==> config.mk <==
export PLATFORM = sky130hd
export DESIGN_NAME = ks_add_arbiter
export DESIGN_NICKNAME = d
export VERILOG_FILES = /design/src/rtl/ks_add_arbiter.sv
export SDC_FILE = /design/constraint.sdc
export NUM_CORES = 1
export LEC_CHECK = 0
export ABC_AREA = 1
export CORE_MARGIN = 3
export CORE_UTILIZATION = 47
export CTS_BUF_LIST = sky130_fd_sc_hd__clkbuf_4 sky130_fd_sc_hd__clkbuf_8
export DETAILED_ROUTE_END_ITERATION = 12
export PLACE_DENSITY_LB_ADDON = 0.2
export SLEW_MARGIN = 20
export SYNTH_ARGS = -nofsm -noshare
export SYNTH_HDL_FRONTEND = slang
export SYNTH_SLANG_ARGS = --single-unit
export TNS_END_PERCENT = 100
==> constraint.sdc <==
create_clock -name clk -period 9.4 [get_ports clk]
set_clock_uncertainty 0.2 [all_clocks]
set_input_delay 0.94 -clock clk [delete_from_list [all_inputs] [get_ports clk]]
set_output_delay 0.94 -clock clk [all_outputs]
set_load 0.02 [all_outputs]
==> src/rtl/ks_add_arbiter.sv <==
// Purpose : NREQ requesters share one 16-bit Kogge-Stone adder through a round-robin arbiter.
// Latency : a beat accepted on cycle n shows up as a registered result on cycle n+1.
// Backpr. : a held result (rsp_valid && !rsp_ready) drops all req_ready bits until it drains.
//
// Ports   : clk/rst (async, active-high); req_valid/req_ready/req_wide per requester;
//           req_x/req_y packed 16 bits per requester (requester i at [16i+15:16i]);
//           rsp_valid/rsp_ready result handshake; rsp_id owner, rsp_sum 17-bit X+Y+Cin,
//           rsp_last set on single-beat results and on the high beat of a wide op.
// Config  : define KS_ADD_ARBITER_WIDE_EN for 32-bit two-beat operations (LOCK state,
//           carry carried from low beat into high beat). Undefined: single-beat only.

module ks_add16 (
  input  logic [15:0] x,
  input  logic [15:0] y,
  input  logic        cin,
  output logic [16:0] s
);
  // gl[l]/pl[l]: group generate/propagate after l prefix levels (span 2^l).
  // The carry-in is folded into bit 0's generate so gl[4][i] is the carry out of bit i.
  logic [15:0] gl [0:4];
  logic [15:0] pl [0:3];

  assign pl[0] = x ^ y;
  assign gl[0] = {x[15:1] & y[15:1], (x[0] & y[0]) | ((x[0] ^ y[0]) & cin)};

  for (genvar l = 0; l < 4; l++) begin : g_lvl
    for (genvar i = 0; i < 16; i++) begin : g_bit
      if (i >= (1 << l)) begin : g_op
        assign gl[l+1][i] = gl[l][i] | (pl[l][i] & gl[l][i-(1<<l)]);
        if (l < 3) begin : g_p
          assign pl[l+1][i] = pl[l][i] & pl[l][i-(1<<l)];
        end
      end else begin : g_pass
        assign gl[l+1][i] = gl[l][i];
        if (l < 3) begin : g_p
          assign pl[l+1][i] = pl[l][i];
        end
      end
    end
  end

  assign s[0]    = pl[0][0] ^ cin;
  assign s[15:1] = pl[0][15:1] ^ gl[4][14:0];
  assign s[16]   = gl[4][15];
endmodule

module ks_add_arbiter #(
  parameter int NREQ = 4
) (
  input  logic                 clk,
  input  logic                 rst,
  input  logic [NREQ-1:0]      req_valid,
  output logic [NREQ-1:0]      req_ready,
  input  logic [NREQ-1:0]      req_wide,
  input  logic [NREQ*16-1:0]   req_x,
  input  logic [NREQ*16-1:0]   req_y,
  output logic                 rsp_valid,
  input  logic                 rsp_ready,
  output logic [2:0]           rsp_id,
  output logic [16:0]          rsp_sum,
  output logic                 rsp_last
);
  localparam logic [2:0] LAST_IDX = 3'(NREQ - 1);

  function automatic logic [2:0] next_idx(input logic [2:0] i);
    return (i == LAST_IDX) ? 3'd0 : i + 3'd1;
  endfunction

  logic [2:0]      ptr, ptr_n;
  logic [NREQ-1:0] rot;
  logic [3:0]      wrap_sum;
  logic            arb_any;
  logic [2:0]      arb_idx;
  logic [2:0]      sel_idx;
  logic            sel_any;
  logic [NREQ-1:0] grant;
  logic            accept;
  logic            xfer;
  logic [15:0]     op_x, op_y;
  logic            cin;
  logic            last;
  logic [16:0]     sum;

  // Rotate so bit 0 is the requester at ptr; scan downward so the smallest
  // offset from ptr is the one left standing.
  always_comb begin
    rot      = NREQ'({req_valid, req_valid} >> ptr);
    arb_any  = 1'b0;
    arb_idx  = ptr;
    wrap_sum = 4'd0;
    for (int k = NREQ - 1; k >= 0; k--) begin
      if (rot[k]) begin
        wrap_sum = {1'b0, ptr} + 4'(k);
        if (wrap_sum >= 4'(NREQ)) wrap_sum = wrap_sum - 4'(NREQ);
        arb_any = 1'b1;
        arb_idx = wrap_sum[2:0];
      end
    end
  end

`ifdef KS_ADD_ARBITER_WIDE_EN
  typedef enum logic {ARB, LOCK} state_t;
  state_t     state, state_n;
  logic       carry_q, carry_n;
  logic [2:0] lock_id, lock_n;
  logic       op_wide;

  // While locked the owner keeps the grant even if it drops valid for a cycle.
  assign sel_idx = (state == LOCK) ? lock_id : arb_idx;
  assign sel_any = (state == LOCK) | arb_any;
  assign cin     = (state == LOCK) ? carry_q : 1'b0;
`else
  logic unused_wide;
  assign unused_wide = ^req_wide;
  assign sel_idx = arb_idx;
  assign sel_any = arb_any;
  assign cin     = 1'b0;
`endif

  assign accept = !rsp_valid || rsp_ready;

  always_comb begin
    grant = '0;
    op_x  = 16'd0;
    op_y  = 16'd0;
`ifdef KS_ADD_ARBITER_WIDE_EN
    op_wide = 1'b0;
`endif
    for (int i = 0; i < NREQ; i++) begin
      if (sel_idx == 3'(i)) begin
        grant[i] = sel_any;
        op_x     = req_x[16*i +: 16];
        op_y     = req_y[16*i +: 16];
`ifdef KS_ADD_ARBITER_WIDE_EN
        op_wide  = req_wide[i];
`endif
      end
    end
  end

  assign req_ready = rst ? '0 : (grant & {NREQ{accept}});
  assign xfer      = |(req_valid & req_ready);

  ks_add16 u_add (
    .x   (op_x),
    .y   (op_y),
    .cin (cin),
    .s   (sum)
  );

  always_comb begin
    ptr_n = ptr;
    last  = 1'b1;
`ifdef KS_ADD_ARBITER_WIDE_EN
    state_n = state;
    carry_n = carry_q;
    lock_n  = lock_id;
    case (state)
      ARB: begin
        if (xfer) begin
          if (op_wide) begin
            // Low beat: ptr stays put so fairness resumes after the high beat.
            last    = 1'b0;
            carry_n = sum[16];
            lock_n  = sel_idx;
            state_n = LOCK;
          end else begin
            ptr_n = next_idx(sel_idx);
          end
        end
      end
      LOCK: begin
        if (xfer) begin
          ptr_n   = next_idx(lock_id);
          state_n = ARB;
        end
      end
      default: state_n = ARB;
    endcase
`else
    if (xfer) ptr_n = next_idx(sel_idx);
`endif
  end

  always_ff @(posedge clk or posedge rst) begin
    if (rst) begin
      ptr       <= 3'd0;
      rsp_valid <= 1'b0;
      rsp_sum   <= 17'd0;
      rsp_id    <= 3'd0;
      rsp_last  <= 1'b0;
`ifdef KS_ADD_ARBITER_WIDE_EN
      state     <= ARB;
      carry_q   <= 1'b0;
      lock_id   <= 3'd0;
`endif
    end else begin
      ptr <= ptr_n;
`ifdef KS_ADD_ARBITER_WIDE_EN
      state   <= state_n;
      carry_q <= carry_n;
      lock_id <= lock_n;
`endif
      if (xfer) begin
        rsp_valid <= 1'b1;
        rsp_sum   <= sum;
        rsp_id    <= sel_idx;
        rsp_last  <= last;
      end else if (rsp_ready) begin
        rsp_valid <= 1'b0;
      end
    end
  end
endmodule

==> metrics.csv <==
metric,value,unit
synth_edf_count,0,
ys.flop_type,dfrtp_1,
cpMostUsedCell,nand2_1,
critPathArrivalTime,5840,ps
crit_family,buffers and inverters,
clock-root-buffer,clkbuf_8,
cts-hold-fix-buffers,0,
crit_buf_inv,5,
min_period,5878,ps
async_reset_ff_share,100.0,%
nets,873,
grt_pass1_wl,17500,um
dr_wl_met3,549,um
maxCapViolations,0,
syn_nets,734,
cpPeakStageDelay,630,ps
syn_avg_cell_area,6.197,sq um
rsz0062_at_grt,false,
cts_buffers,3,
ctsLongestPathBuffers,2,
hpwlAfterDp,8887,um
fin_setup_tns,0,ps
yosysWarnings,0,
cts_setup_buffers,0,
slowest_stage,clkdlybuf4s50_1,
synth_area,3551,sq um
drive_gt1_share,12.52,%
drc_errors,0,
dr.pass1.iters,4,
tightest_slew,923.3,ps
status,completed,
cts_tree,done,
cp-end-kind,flop,
vias_per_cell,5.030,
post_drt_wl_per_cell,13.43,um
vias,4074,
place_ws,3306,ps
path_max_fanout,25,
cts_resized,0,
post-route-period-util,62.53,%
synth_cell_types,35,
fin_ws,3522,ps
ys_ff_latch,25,
n_antenna_cell,0,
postRouteAntennaNets,0,
io-pin-count,165,
whs,278.3,ps
clk_pin_slew,90,ps
grt_pass1_vias,3927,
worstPathRequired,9370,ps
grt_use_total,24.43,%
area_delta_synth_final,44.96,%
antenna_found_initial,0,
finalHoldViolCount,0,
num-fill-cells,654,
synthCells,573,
top_layer,met4,
dieArea,8634,sq um
grt_max_degree,60,
coreArea,7292,sq um
die_w,92.92,um
fmax,170.1,MHz
worst_slew_margin_rel,38.38,%
drtIter0Drc,150,
start_kind,primary input,
maxSlewViolCount,0,
grt-ovfl-total,0,
cts-htree-levels,1,
insertion_delay,270,ps
place_congestion,0.9275,
met1Wirelength,4466,um
hold_class,flop to flop,
finalSetupViolCount,0,
die_h,92.92,um
routed-wl-met2,5652,um
fp-row-count,31,
initial_core_util,48.70,%
fin_util,70.59,%
yosysSeqAreaShare,17.62,%
crit_type,primary input to flop,
wirelength,10880,um
io_buffers,160,
cts_sinks,25,
-- worst register-to-register path: cells and delay by family, from the launching register on --
family                     cells  cell delay, ps
and+or+nand+nor               15            1480
AOI/OAI and AO/OA              5            1220
buffers and inverters          5             900
adders and majority gates      3             780
DFF                            1             560
-- registers in the layout, indices dropped and copies added (netlist names) --
name	flops
ptr	3
rsp_id	3
rsp_last	1
rsp_sum	17
rsp_valid	1
-- path summary, 6_finish.rpt --
kind,startpoint,to,slack (ps),depth (start not counted)
min in group asynchronous,rst,rsp_valid$_DFFE_PP0P_,1000,2
max in group asynchronous,rst,rsp_sum[8]$_DFFE_PP0P_,7430,2
min,rsp_last$_DFFE_PP0P_,rsp_last$_DFFE_PP0P_,280,2
max,req_valid[3],rsp_sum[10]$_DFFE_PP0P_,3520,29
max reg2reg,ptr[1]$_DFFE_PP0P_,rsp_sum[10]$_DFFE_PP0P_,4150,28
min reg2reg,rsp_last$_DFFE_PP0P_,rsp_last$_DFFE_PP0P_,280,2
-- metal layers --
layer / up-vias / global-route usage, %
met1: 1836 / 27.69
met2: 112 / 47.39
met4: 0 / 5.128
met5: - / 0
li1: 2108 / -
met3: 18 / 3.981
-- placed cells by master (no fill, tap or decap), types with 2 or more instances in the layout --
cell / n
nor2_2: 5
dfrtp_1: 25
nand3_2: 3
nor2_4: 3
inv_2: 3
nor2_8: 2
nand3_1: 86
ha_1: 21
nand4_1: 2
inv_1: 46
nand2_4: 8
or2_2: 23
nand2_1: 177
a21o_1: 2
xor2_1: 8
o21ai_1: 19
o22ai_1: 7
a21oi_1: 21
nor2_1: 27
xnor2_1: 5
nand2_2: 34
clkdlybuf4s50_1: 160
o21ai_0: 12
clkbuf_8: 3
-- per-stage QoR --
stage / cells / cell area [sq um]
finish: 810 / 5147
global route: 810 / 5147
CTS: 810 / 5147
detailed placement: 806 / 5101
global placement: 806 / 5101
floorplan: 573 / 3551
-- area by class of cell --
| type | count | area [sq um] | area share (%) |
|---|---|---|---|
| clock buffers | 3 | 41.29 | 0.8021 |
| inverters | 51 | 196.4 | 3.816 |
| flip-flops and latches | 25 | 625.6 | 12.15 |
| well taps | 99 | 123.9 | 2.406 |
| clock inverters | 1 | 5.005 | 0.09723 |
| multi-input cells | 470 | 2546 | 49.47 |
| repair buffers | 161 | 1609 | 31.26 |
-- cell usage after synthesis (all sizes together), types with 7 or more instances --
cell type,count,share of area (%)
inv,50,5.4
ha,21,7.4
nor2,37,5.8
nand3,90,13
o21ai,32,4.6
buf,22,4.6
dfrtp,25,18
xor2,8,2.0
a21oi,21,3.0
or2,23,4.1
o22ai,7,1.2
nand2,219,27
-- kinds of logic (layout without fill, tap and decap cells) --
family | after synthesis | count (layout) | synth area share (%)
buffers and inverters | 78 | 216 | 10.68
xor gates and xnor gates | 13 | 13 | 3.207
AOI/OAI and AO/OA | 64 | 64 | 9.620
DFF | 25 | 25 | 17.62
and+or+nand+nor | 371 | 371 | 50.92
adders and majority gates | 22 | 22 | 7.963
Power is not shown: default switching activity piles up to over one toggle a cycle in this logic, so the estimate is an artifact.
